`src/rtl/access_grant_ctrl_pkg.sv`:
```
// ---------------------------------------------------------------------------
// access_pkg
// Shared types and constants for the access grant controller.
//   state_t  : controller FSM states (IDLE, CHECK, GRANT, LOCKED)
//   AUDIT_W  : width of the optional audit mismatch counter
//   PWD_W    : width of a password attempt
// Optional feature macro used elsewhere: ACCESS_AUDIT_EN
// ---------------------------------------------------------------------------
package access_pkg;

    localparam int AUDIT_W = 16;
    localparam int PWD_W   = 32;

    typedef enum logic [1:0] {
        IDLE   = 2'd0,
        CHECK  = 2'd1,
        GRANT  = 2'd2,
        LOCKED = 2'd3
    } state_t;

endpackage

```
`src/rtl/access_grant_ctrl_if.sv`:
```
// ---------------------------------------------------------------------------
// access_grant_ctrl_if
// Password attempt handshake plus status outputs of the access grant
// controller.
//   pwd_valid        attempt present on pwd_data        (master -> slave)
//   pwd_data[31:0]   password attempt                   (master -> slave)
//   pwd_ready        slave accepts an attempt           (slave -> master)
//   access_granted   grant pulse to key stage           (slave -> master)
//   locked           lockout in progress                (slave -> master)
//   fail_cnt         consecutive failures so far        (slave -> master)
//   audit_fail_total saturating mismatch total          (only with ACCESS_AUDIT_EN)
//   tamper           sticky lockout-seen flag           (only with ACCESS_AUDIT_EN)
// Modports: master (attempt source), slave (controller).
// ---------------------------------------------------------------------------
interface access_grant_ctrl_if
    import access_pkg::*;
#(
    parameter int MAX_FAILS = 3
) ();

    localparam int FCW = $clog2(MAX_FAILS + 1);

    logic               pwd_valid;
    logic [PWD_W-1:0]   pwd_data;
    logic               pwd_ready;
    logic               access_granted;
    logic               locked;
    logic [FCW-1:0]     fail_cnt;
`ifdef ACCESS_AUDIT_EN
    logic [AUDIT_W-1:0] audit_fail_total;
    logic               tamper;
`endif

    modport master (
        output pwd_valid,
        output pwd_data,
        input  pwd_ready,
        input  access_granted,
        input  locked,
`ifdef ACCESS_AUDIT_EN
        input  audit_fail_total,
        input  tamper,
`endif
        input  fail_cnt
    );

    modport slave (
        input  pwd_valid,
        input  pwd_data,
        output pwd_ready,
        output access_granted,
        output locked,
`ifdef ACCESS_AUDIT_EN
        output audit_fail_total,
        output tamper,
`endif
        output fail_cnt
    );

endinterface

```
`src/rtl/access_grant_ctrl_lock_timer.sv`:
```
// ---------------------------------------------------------------------------
// access_lock_timer
// Loadable down-counter. Loading N gives exactly N cycles of o_busy; o_done
// marks the last busy cycle so the owner can leave its state on that edge.
//   clk, rst  clock, synchronous active-high reset
//   i_load    load i_val into the counter (has priority over counting)
//   i_val     load value
//   o_busy    counter non-zero
//   o_done    counter equals 1 (final busy cycle)
// ---------------------------------------------------------------------------
module access_lock_timer #(
    parameter int W = 4
) (
    input  logic         clk,
    input  logic         rst,
    input  logic         i_load,
    input  logic [W-1:0] i_val,
    output logic         o_busy,
    output logic         o_done
);

    logic [W-1:0] r_cnt;

    always_ff @(posedge clk) begin
        if (rst) begin
            r_cnt <= '0;
        end else if (i_load) begin
            r_cnt <= i_val;
        end else if (r_cnt != '0) begin
            r_cnt <= r_cnt - 1'b1;
        end
    end

    assign o_busy = (r_cnt != '0);
    assign o_done = (r_cnt == W'(1));

endmodule

```
`src/rtl/access_grant_ctrl.sv`:
```
// ---------------------------------------------------------------------------
// access_grant_ctrl
// Gate in front of the secret-key output stage. Accepts 32-bit password
// attempts over a valid/ready handshake, compares each against PASSWORD and
// pulses access_granted on a match. MAX_FAILS consecutive mismatches lock the
// block out for LOCK_CYCLES cycles. The password never reaches an output.
//   clk   clock, rising edge
//   rst   synchronous, active-high reset
//   bus   access_grant_ctrl_if.slave (handshake, grant, lock, fail count)
// Optional: define ACCESS_AUDIT_EN to add audit_fail_total (saturating
// mismatch total) and tamper (sticky lockout flag) on the interface.
// ---------------------------------------------------------------------------
module access_grant_ctrl
    import access_pkg::*;
#(
    parameter logic [PWD_W-1:0] PASSWORD     = 32'hDEADBEEF,
    parameter int               MAX_FAILS    = 3,
    parameter int               LOCK_CYCLES  = 16,
    parameter int               GRANT_CYCLES = 1
) (
    input  logic                clk,
    input  logic                rst,
    access_grant_ctrl_if.slave  bus
);

    localparam int FCW = $clog2(MAX_FAILS + 1);
    localparam int LW  = $clog2(LOCK_CYCLES + 1);
    localparam int GW  = $clog2(GRANT_CYCLES + 1);

    state_t           r_state;
    state_t           w_state_nxt;
    logic [PWD_W-1:0] r_pwd;
    logic [FCW-1:0]   r_fail_cnt;

    logic w_match;
    logic w_last_fail;
    logic w_grant_load;
    logic w_lock_load;
    logic w_grant_busy;
    logic w_grant_done;
    logic w_lock_busy;
    logic w_lock_done;

    // Full-width compare only; no per-bit information leaves this signal.
    assign w_match     = (r_pwd == PASSWORD);
    assign w_last_fail = ((int'(r_fail_cnt) + 1) >= MAX_FAILS);

    assign w_grant_load = (r_state == CHECK) && w_match;
    assign w_lock_load  = (r_state == CHECK) && !w_match && w_last_fail;

    access_lock_timer #(.W(GW)) u_grant_timer (
        .clk    (clk),
        .rst    (rst),
        .i_load (w_grant_load),
        .i_val  (GW'(GRANT_CYCLES)),
        .o_busy (w_grant_busy),
        .o_done (w_grant_done)
    );

    access_lock_timer #(.W(LW)) u_lock_timer (
        .clk    (clk),
        .rst    (rst),
        .i_load (w_lock_load),
        .i_val  (LW'(LOCK_CYCLES)),
        .o_busy (w_lock_busy),
        .o_done (w_lock_done)
    );

    // State register
    always_ff @(posedge clk) begin
        if (rst) begin
            r_state <= IDLE;
        end else begin
            r_state <= w_state_nxt;
        end
    end

    // Next-state logic. The !busy escape only matters if a timer was somehow
    // left idle; it keeps GRANT/LOCKED from becoming dead ends.
    always_comb begin
        w_state_nxt = r_state;
        unique case (r_state)
            IDLE: begin
                if (bus.pwd_valid) w_state_nxt = CHECK;
            end
            CHECK: begin
                if (w_match)          w_state_nxt = GRANT;
                else if (w_last_fail) w_state_nxt = LOCKED;
                else                  w_state_nxt = IDLE;
            end
            GRANT: begin
                if (w_grant_done || !w_grant_busy) w_state_nxt = IDLE;
            end
            LOCKED: begin
                if (w_lock_done || !w_lock_busy) w_state_nxt = IDLE;
            end
            default: w_state_nxt = IDLE;
        endcase
    end

    // Moore outputs decoded from the registered state
    always_comb begin
        bus.pwd_ready      = 1'b0;
        bus.access_granted = 1'b0;
        bus.locked         = 1'b0;
        unique case (r_state)
            IDLE:    bus.pwd_ready      = 1'b1;
            GRANT:   bus.access_granted = 1'b1;
            LOCKED:  bus.locked         = 1'b1;
            default: ;
        endcase
    end

    assign bus.fail_cnt = r_fail_cnt;

    // Captured attempt is wiped as soon as CHECK has used it.
    always_ff @(posedge clk) begin
        if (rst) begin
            r_pwd <= '0;
        end else if (r_state == IDLE && bus.pwd_valid) begin
            r_pwd <= bus.pwd_data;
        end else if (r_state == CHECK) begin
            r_pwd <= '0;
        end
    end

    always_ff @(posedge clk) begin
        if (rst) begin
            r_fail_cnt <= '0;
        end else if (r_state == CHECK) begin
            if (w_match)          r_fail_cnt <= '0;
            else if (w_last_fail) r_fail_cnt <= FCW'(MAX_FAILS);
            else                  r_fail_cnt <= r_fail_cnt + 1'b1;
        end else if (r_state == LOCKED && w_state_nxt == IDLE) begin
            r_fail_cnt <= '0;
        end
    end

`ifdef ACCESS_AUDIT_EN
    logic [AUDIT_W-1:0] r_audit_total;
    logic               r_tamper;

    always_ff @(posedge clk) begin
        if (rst) begin
            r_audit_total <= '0;
            r_tamper      <= 1'b0;
        end else begin
            if (r_state == CHECK && !w_match && r_audit_total != '1) begin
                r_audit_total <= r_audit_total + 1'b1;
            end
            if (w_lock_load) begin
                r_tamper <= 1'b1;
            end
        end
    end

    assign bus.audit_fail_total = r_audit_total;
    assign bus.tamper           = r_tamper;
`endif

endmodule

```
`src/flat_wrapper.sv`:
```
// flat-port wrapper written by rule: the top's interface ports become plain ports
module access_grant_ctrl_flat import access_pkg::*;
#(
    parameter logic [PWD_W-1:0] PASSWORD     = 32'hDEADBEEF,
    parameter int               MAX_FAILS    = 3,
    parameter int               LOCK_CYCLES  = 16,
    parameter int               GRANT_CYCLES = 1
)
  (clk, rst, bus_pwd_valid, bus_pwd_data, bus_pwd_ready, bus_access_granted, bus_locked, bus_fail_cnt);
  access_grant_ctrl_if #(.MAX_FAILS(MAX_FAILS)) bus_i ();
  input  logic clk;
  input  logic rst;
  input wire logic [$bits(bus_i.pwd_valid)-1:0] bus_pwd_valid;
  input wire logic [$bits(bus_i.pwd_data)-1:0] bus_pwd_data;
  output wire logic [$bits(bus_i.pwd_ready)-1:0] bus_pwd_ready;
  output wire logic [$bits(bus_i.access_granted)-1:0] bus_access_granted;
  output wire logic [$bits(bus_i.locked)-1:0] bus_locked;
  output wire logic [$bits(bus_i.fail_cnt)-1:0] bus_fail_cnt;
  assign bus_i.pwd_valid = bus_pwd_valid;
  assign bus_i.pwd_data = bus_pwd_data;
  assign bus_pwd_ready = bus_i.pwd_ready;
  assign bus_access_granted = bus_i.access_granted;
  assign bus_locked = bus_i.locked;
  assign bus_fail_cnt = bus_i.fail_cnt;
  access_grant_ctrl #(.PASSWORD(PASSWORD), .MAX_FAILS(MAX_FAILS), .LOCK_CYCLES(LOCK_CYCLES), .GRANT_CYCLES(GRANT_CYCLES)) u_core (.clk(clk), .rst(rst), .bus(bus_i));
endmodule
```
`config.mk`:
```
export PLATFORM = sky130hd
export DESIGN_NAME = access_grant_ctrl_flat
export DESIGN_NICKNAME = d
export VERILOG_FILES = /design/src/rtl/access_grant_ctrl_pkg.sv /design/src/rtl/access_grant_ctrl_if.sv /design/src/rtl/access_grant_ctrl_lock_timer.sv /design/src/rtl/access_grant_ctrl.sv /design/src/flat_wrapper.sv
export SDC_FILE = /design/constraint.sdc
export NUM_CORES = 1
export LEC_CHECK = 0
export ABC_CLOCK_PERIOD_IN_PS = 2100
export BUFFER_PORTS_ARGS = -buffer_cell sky130_fd_sc_hd__buf_2
export CELL_PAD_IN_SITES_DETAIL_PLACEMENT = 0
export CELL_PAD_IN_SITES_GLOBAL_PLACEMENT = 1
export CORE_AREA = 2 2 67 81
export CTS_CLUSTER_SIZE = 20
export DETAILED_ROUTE_END_ITERATION = 6
export DIE_AREA = 0 0 69 83
export PLACE_DENSITY_LB_ADDON = 0.25
export SLEW_MARGIN = 30
export SYNTH_ARGS = -nofsm -noshare
export SYNTH_HDL_FRONTEND = slang
export SYNTH_HIERARCHICAL = 1
export SYNTH_SLANG_ARGS = --single-unit
```
`constraint.sdc`:
```
create_clock -name clk -period 2.1 [get_ports clk]
set_input_delay 0.42 -clock clk [delete_from_list [all_inputs] [get_ports clk]]
set_output_delay 0.42 -clock clk [all_outputs]
set_load 0.005 [all_outputs]
```
; ---- After elaboration in Yosys (flattened, before gate mapping)
; Cells that the tools add are included.
[word_totals]
input_bits = 35
ff_bits = 41
elab_cells = 44
[op_classes]
order_cmp = 1
mux = 16
reduce_logical = 14
eq_ne = 5
addsub = 3
[op_table]
columns = cell, n
row1 = 2-to-1 mux 32 bit, 2
row2 = "== test 32 bit, second input constant", 1
row3 = ">= comparator 32 x 3 -> 1 bit, second input constant", 1
row4 = 2-to-1 mux 2 bit, 8
row5 = 2-to-1 mux 5 bit, 2
row6 = case mux 2 bit (4 select lines), 1
row7 = nonzero test 2 bit, 3
row8 = "== test 5 x 1 -> 1 bit, second input constant", 1
row9 = nonzero test 5 bit, 1
row10 = "subtractor 5 x 1 -> 5 bit, second input constant", 1
row11 = "== test 2 bit, second input constant", 2
row12 = logical AND 1 bit, 4
row13 = zero test 2 bit, 2
row14 = "adder 2 x 1 -> 3 bit, second input constant", 1
row15 = 2-to-1 mux 1 bit, 3
row16 = "adder 2 x 1 -> 2 bit, second input constant", 1
row17 = "== test 2 x 1 -> 1 bit, second input constant", 1
row18 = zero test 1 bit, 2
row19 = OR reduction 2 bit, 1
row20 = logical OR 1 bit, 1

; ---- Depth between registers and ports, before layout
; Gate-level depths: netlist of the first run.
[depth]
depth_word = 9
ltp_mapped = 8
ltp_nobuf = 8

; ---- By module
; The synthesis of the first run kept the hierarchy.
[modules_own_cells]
columns = mod, instances, area_each_um2, cells_each
row1 = access_grant_ctrl, 1, 1546.5, 186
row2 = access_lock_timer at u_core.u_lock_timer, 1, 330.3, 37
row3 = access_lock_timer at u_core.u_grant_timer, 1, 36.3, 3

; ---- Worst setup path before layout of the first run
; OpenSTA, ideal clock, no wires.
[synth_timing]
path_kind = reg2reg
startpoint = register u_core.r_pwd[29]
endpoint = register u_core.u_lock_timer.r_cnt[2]
path_slack_ps = 243
synth_period_minus_slack_ps = 1857
t_required_ps = 2029
t_arrival_ps = 1787
path_stages_with_launch = 8
path_cell_list = dfxtp_1 > nand4b_2 > nor4_4 > a211o_2 > inv_1 > clkbuf_1 > or3_2 > a21oi_1
[synth_between]
elab_chain_len = 5
[synth_rtl]
columns = item, line
row1 = from (decl), access_grant_ctrl.sv:32  ; logic [PWD_W-1:0] r_pwd;
row2 = from (signal assigned), access_grant_ctrl.sv:121  ; r_pwd <= bus.pwd_data;
row3 = == test 32 bit, access_grant_ctrl.sv:45  ; assign w_match = (r_pwd == PASSWORD);
row4 = zero test 1 bit, access_grant_ctrl.sv:49  ; assign w_lock_load = (r_state == CHECK) && !w_match && w_last_fail;
row5 = logical AND 1 bit (2 in series), access_grant_ctrl.sv:49
row6 = named net u_core.w_lock_load, access_grant_ctrl.sv:38  ; logic w_lock_load;
row7 = OR reduction 2 bit (no line), --
row8 = to (signal assigned), access_grant_ctrl_lock_timer.sv:28  ; r_cnt <= i_val;
row9 = to (signal assigned), access_grant_ctrl_lock_timer.sv:30  ; r_cnt <= r_cnt - 1'b1;
row10 = to (decl), access_grant_ctrl_lock_timer.sv:22  ; logic [W-1:0] r_cnt;
; The timed path passes the listed nets, and every way through them passes these cells.
; A chain may end at the register's enable or synchronous reset.

; ---- Final worst setup path of the first run
[layout_timing]
startpoint = register u_core.r_pwd[4]
endpoint = register u_core.u_lock_timer.r_cnt[1]
; The elaborated chain is that of the path after synthesis.

==> results of run 1 <==
## routing by layer
metal | global-route usage (%) | routed length, µm
met5 | 0 | 0
met4 | 4.28 | 27
met3 | 3.28 | 126
met2 | 25.2 | 2020
met1 | 16.6 | 1880
## cells by family (layout without fill, tap and decap cells)
kind of cell	after synthesis	count (layout)	synth area share [%]
and+or+nand+nor	104	104	31.7
AOI/OAI and AO/OA	49	49	15.6
DFF	42	42	44.0
buffers and inverters	25	61	6.21
adders and majority gates	2	2	1.31
other	2	6	0.393
xor gates and xnor gates	2	2	0.916
## timing repair
action	CTS	global route
gates resized for setup	0	1
buffers inserted	0	2
endpoints found under the hold margin	0	0
endpoints found under the setup margin	0	3
## per-stage QoR
step | std cells | worst slack, ps
global route | 326 | 16.4
CTS | 324 | 50.4
global placement | 316 | 90.0
floorplan | 230 | 243
finish | 326 | 119
detailed placement | 316 | 55.4
## layout by cell type, fill, tap and decap left out, drive strengths merged, types with 2 or more instances in the layout
| master | count |
|---|---|
| a211o | 2 |
| a21oi | 38 |
| a22o | 2 |
| and2 | 3 |
| buf | 46 |
| clkbuf | 6 |
| conb | 6 |
| dfxtp | 42 |
| ha | 2 |
| inv | 7 |
| nand2 | 42 |
| nand3 | 32 |
| nand4b | 6 |
| nor2 | 4 |
| nor2b | 2 |
| nor3 | 2 |
| nor4 | 2 |
| o211ai | 2 |
| or3 | 2 |
| or4 | 2 |
| or4b | 2 |
| xnor2 | 2 |
## registers in the layout, indices dropped and copies added, names as in the netlist
signal / cells
u_core/bus.fail_cnt: 2
u_core/r_pwd: 32
u_core/u_lock_timer/r_cnt: 5
u_core/r_state: 2
u_core/u_grant_timer/o_busy: 1
## where the power goes
group | switching, µW | internal [µW] | leakage [µW] | total [µW]
clock | 267 | 355 | 0.0000514 | 622
combinational | 220 | 244 | 0.000583 | 464
sequential | 70.3 | 872 | 0.000345 | 942
total | 557 | 1470 | 0.000979 | 2030
## synth_stat cells
master     count  area share, %
buf_2          8            2.1
a22o_1         2           0.92
o22a_1         1           0.46
o211ai_2       2            1.3
a211o_2        1           0.52
nand2_1       42            8.2
conb_1         2           0.39
nand2b_1       1           0.33
nor4b_4        1            1.2
inv_1          7            1.4
nor2b_1        2           0.65
and2_1         3           0.98
a211oi_1       1           0.39
nand4_1        1           0.33
or4_2          2           0.92
buf_4          4            1.6
nand4bb_1      1           0.59
o22ai_1        1           0.33
a2111oi_0      1           0.46
nand3_1       32            8.4
a21oi_1       38            9.9
nor2_1         4           0.78
nand4b_4       1            1.2
or4b_1         2            1.0
a211o_1        1           0.46
a221oi_2       1           0.78
or3_2          2           0.78
clkbuf_1       5           0.98
dfxtp_1       42             44
nand4b_1       3            1.4
xnor2_1        2           0.92
ha_1           2            1.3
buf_1          1           0.20
and3b_1        1           0.46
nor4_4         2            2.2
nand4b_2       2            1.6
nor3_1         2           0.52
## layout make-up
cell class	instances	area [µm²]
fillers	540	2640
multi-input cells	163	968
inverters	7	26.3
well taps	60	75.1
repair buffers	46	248
clock inverters	2	37.5
clock buffers	6	72.6
flip-flops and latches	42	841
## tightest hold or removal path: cells and delay by family
family          cells  cell delay, ps
compound gates      1              50
simple gates        1              40
buf+inv             1              90
## path summary, 6_finish.rpt
kind | end | depth (start not counted)
min | u_core/r_pwd[28]$_SDFFE_PP0P_ | 3
max | u_core/u_lock_timer/r_cnt[1]$_SDFFE_PP0P_ | 6
min reg2reg | u_core/r_pwd[8]$_SDFFE_PP0P_ | 2
max reg2reg | u_core/u_lock_timer/r_cnt[1]$_SDFFE_PP0P_ | 6
==> results_dict.tcl, run 1 <==
set metrics [dict create \
    dp_hpwl_mm 2.75 \
    cp-start-kind "flip-flop" \
    drive_gt1_share_pct 25.6 \
    yosys_register_bits 42 \
    tightestPinTransition_ps 563 \
    grt_pass1_wl_mm 6.77 \
    grt_max_degree 37 \
    synth.yosys.seq_area_share_pct 44.0 \
    timing.final.crit_share_pct 94.3 \
    path_buf_inv 1 \
    crit_path_max_fanout 8 \
    grt_use_total_pct 14.1 \
    endpoint_kind "flip-flop" \
    vias 1621 \
    finalWeightedCongestion 0.767 \
    cp_cell_sequence "nand4b_1, nor4_4, a211o_2, inv_2, or4_2, o211ai_2" \
    cts_hold_buf 0 \
    reg2reg_slack_ps 120 \
    ir_drop_uv 468 \
    max_freq_ghz 0.505 \
    grt_overflow 0 \
    path_class "flip-flop to flip-flop" \
    dieArea_um2 5730 \
    cp_top_family "simple AND/OR/NAND/NOR gates" \
    nets 302 \
    syn_area_per_cell_um2 8.46 \
    hold_viol 0 \
    drc 0 \
    root_buffer "clkbuf_8" \
    cts.sinks 42 \
    clkTransAtPathRegs_ps 80 \
    power_density_nw_per_um2 894 \
    finalPower_uw 2030 \
    cts_max_path_buffers 2 \
    dr.pass1.iters 4 \
    hold_slack_ps 363 \
    syn_inst 226 \
    final_core_util_pct 46.3 \
    rsz0062_at_grt "no" \
    insertedDiodeCount 0 \
    syn-cell-area_um2 1910 \
    dieHeight_um 83 \
    yosysWarnings 6 \
    max_slew_margin_pct 62.5 \
    tns_ps 0 \
    worstSetupStartpoint "u_core/r_pwd[4]$_SDFFE_PP0P_" \
    synth.distinct_cells 37 \
    finClkSkew_ps 7.43 \
    start_util_pct 39.0 \
    setup_viol_count_final 0 \
    rows 28 \
    routed_wirelength_mm 4.05 \
    htreeDepth 2 \
    die_x_um 69 \
    cap_violations 0 \
    cts_tree "done" \
    arrival_ps 2200 \
    final_area_um2 2270 \
    slowest_stage "or4_2" \
    ios 40 \
    antenna_found_initial 0 \
    placed_area_um2 2140 \
    hp-start "bus_pwd_data[28]" \
    post_drt_wl_per_cell_um 12.4 \
    ant_nets 0 \
    insertion_delay_ps 290 \
    leakagePower_uw 0.000979 \
    rr_startpoint "u_core/r_pwd[4]$_SDFFE_PP0P_" \
    via_per_inst 4.97 \
    core_area_um2 4900 \
    drv_slew 0 \
    min_path_type "input port to flip-flop" \
    period_needed_ps 1980 \
    status "complete, no violations" \
    drtIter0Drc 78 \
    area_growth_pct 18.6 \
    port-buffer-count 39 \
    cts_buffers 5 \
    grt_pass1_vias 1541 \
    critical_path.max_stage_delay_ps 670 \
    crit_required_ps 2320 \
]
(Power assumes the default switching activity.)
==> run 2, diff against run 1 <==
Settings changed: CELL_PAD_IN_SITES_DETAIL_PLACEMENT 0 to 1, CELL_PAD_IN_SITES_GLOBAL_PLACEMENT 1 to 2, CORE_AREA 2 2 67 81 to 2 2 75 92, DIE_AREA 0 0 69 83 to 0 0 77 94.
==> results_dict.tcl, run 2 (same netlist as run 1, synthesis figures left out) <==
set metrics [dict create \
    status "complete, no violations" \
    p_switching_uw 614 \
    rsz0062_at_grt "yes" \
    crit_required_ps 2330 \
    htreeDepth 2 \
    fin_cells 355 \
    cts_hold_buf 0 \
    final_area_um2 2390 \
    grt_use_total_pct 13.6 \
    cts_max_path_buffers 2 \
    top_layer "met4" \
    via_per_inst 4.71 \
    grt_max_degree 37 \
    final_cell_mix "nand2_1 (42), dfxtp_1 (42), buf_2 (39)" \
    cts_tree "done" \
    max_freq_ghz 0.495 \
    port-buffer-count 39 \
    nets 306 \
    internal_power_uw 1620 \
    drive_gt1_share_pct 28.1 \
    cap_violations 0 \
    vias 1671 \
    start_util_pct 30.2 \
    dieHeight_um 94 \
    dieArea_um2 7240 \
    die_x_um 77 \
    drtIter0Drc 29 \
    drv_slew 0 \
    finalWeightedCongestion 0.751 \
    timing.final.crit_share_pct 96.3 \
    pwr-share-comb_pct 23.3 \
    ir_drop_uv 459 \
    dr.pass1.iters 4 \
    wl_met3_um 170 \
    drt-met1-wl_mm 2.14 \
    area_growth_pct 24.9 \
    largest_reg_flops 32 \
    rows 32 \
    min_path_type "input port to flip-flop" \
    ios 40 \
    insertedDiodeCount 0 \
    root_buffer "clkbuf_8" \
    setup_viol_count_final 0 \
    power.clock.fraction_pct 34.3 \
    core_area_um2 6330 \
    antenna_found_initial 0 \
    max_slew_margin_pct 58.2 \
    cp-start-kind "flip-flop" \
    grt_pass1_wl_mm 7.77 \
    clkTransAtPathRegs_ps 90 \
    leakagePower_uw 0.00103 \
    hold_viol 0 \
    ant_nets 0 \
    cts.sinks 42 \
    dp_hpwl_mm 3.30 \
    placed_area_um2 2200 \
    place_inst 344 \
    routed_wirelength_mm 4.73 \
    insertion_delay_ps 300 \
    reg_top3 "u_core/r_pwd (32), u_core/u_lock_timer/r_cnt (5)" \
    wl_met2_mm 2.35 \
    post_drt_wl_per_cell_um 13.3 \
    p_sw_share_pct 27.5 \
    path_class "flip-flop to flip-flop" \
    endpoint_kind "flip-flop" \
    arrival_ps 2260 \
    top_register "u_core/r_pwd" \
    drc 0 \
    grt_pass1_vias 1626 \
    finClkSkew_ps 8.65 \
    fill_cells 802 \
    grt_overflow 0 \
    p_seq_share_pct 42.4 \
    cts_buffers 5 \
    period_needed_ps 2020 \
    crit_path_max_fanout 7 \
    power_density_nw_per_um2 935 \
    final_core_util_pct 37.8 \
    tightestPinTransition_ps 628 \
]
[run 2: final cells by class]
cell class | instances | area (µm²) | area share, %
inverter | 7 | 30.0 | 1.26
timing repair buffer | 50 | 282 | 11.8
sequential | 42 | 841 | 35.2
tap | 85 | 106 | 4.45
multi-input combinational | 163 | 993 | 41.6
clock inverter | 3 | 68.8 | 2.88
clock buffer | 5 | 68.8 | 2.88
[run 2: worst max-delay path, cell delays in order, from the launching register on]
cell and delay, ps:
dfxtp_1 390, nand4b_4 120, nor4_4 310, a211o_2 200, clkinvlp_4 160, buf_6 150, or3_2 480, a21oi_2 140
[run 2: power by group through the flow]
| stage | combinational, µW | clock (µW) | sequential, µW |
|---|---|---|---|
| final | 520 | 768 | 948 |
| after global routing | 575 | 821 | 961 |
| after floorplan | 376 | 0 | 945 |
| after global placement | 478 | 0 | 965 |
| after CTS | 491 | 793 | 945 |
| after detailed placement | 488 | 0 | 963 |
[run 2: layer usage]
metal / GRT usage (%) / up-vias
met3: 3.17 / 5
met5: 0 / -
met2: 23.1 / 24
met1: 16.9 / 776
met4: 4.46 / 0
li1: - / 866
[run 2: repair_timing]
item | in CTS | in global routing
hold endpoints to repair | 0 | 0
buffers inserted | 0 | 3
gates resized for setup | 0 | 8
setup endpoints to repair | 0 | 2
[run 2: final timing paths]
| path | startpoint | endpoint | slack (ps) | cells past startpoint |
|---|---|---|---|---|
| worst max-delay path | u_core/r_pwd[16]$_SDFFE_PP0P_ | u_core/u_lock_timer/r_cnt[2]$_SDFFE_PP0P_ | 80 | 7 |
| worst max register to register | u_core/r_pwd[16]$_SDFFE_PP0P_ | u_core/u_lock_timer/r_cnt[2]$_SDFFE_PP0P_ | 80 | 7 |
| worst min register to register | u_core/r_pwd[8]$_SDFFE_PP0P_ | u_core/r_pwd[8]$_SDFFE_PP0P_ | 470 | 2 |
| worst min-delay path | bus_pwd_data[21] | u_core/r_pwd[21]$_SDFFE_PP0P_ | 350 | 3 |
[run 2: metrics by stage]
stage | power (µW) | hold slack, ps | setup WS (ps) | TNS, ps
finish | 2240 | 351 | 78.2 | 0
CTS | 2230 | 342 | 62.2 | 0
global route | 2360 | 341 | -17.4 | -53.5
floorplan | 1320 | 443 | 243 | 0
detailed placement | 1450 | 457 | 80.2 | 0
global placement | 1440 | 449 | 124 | 0
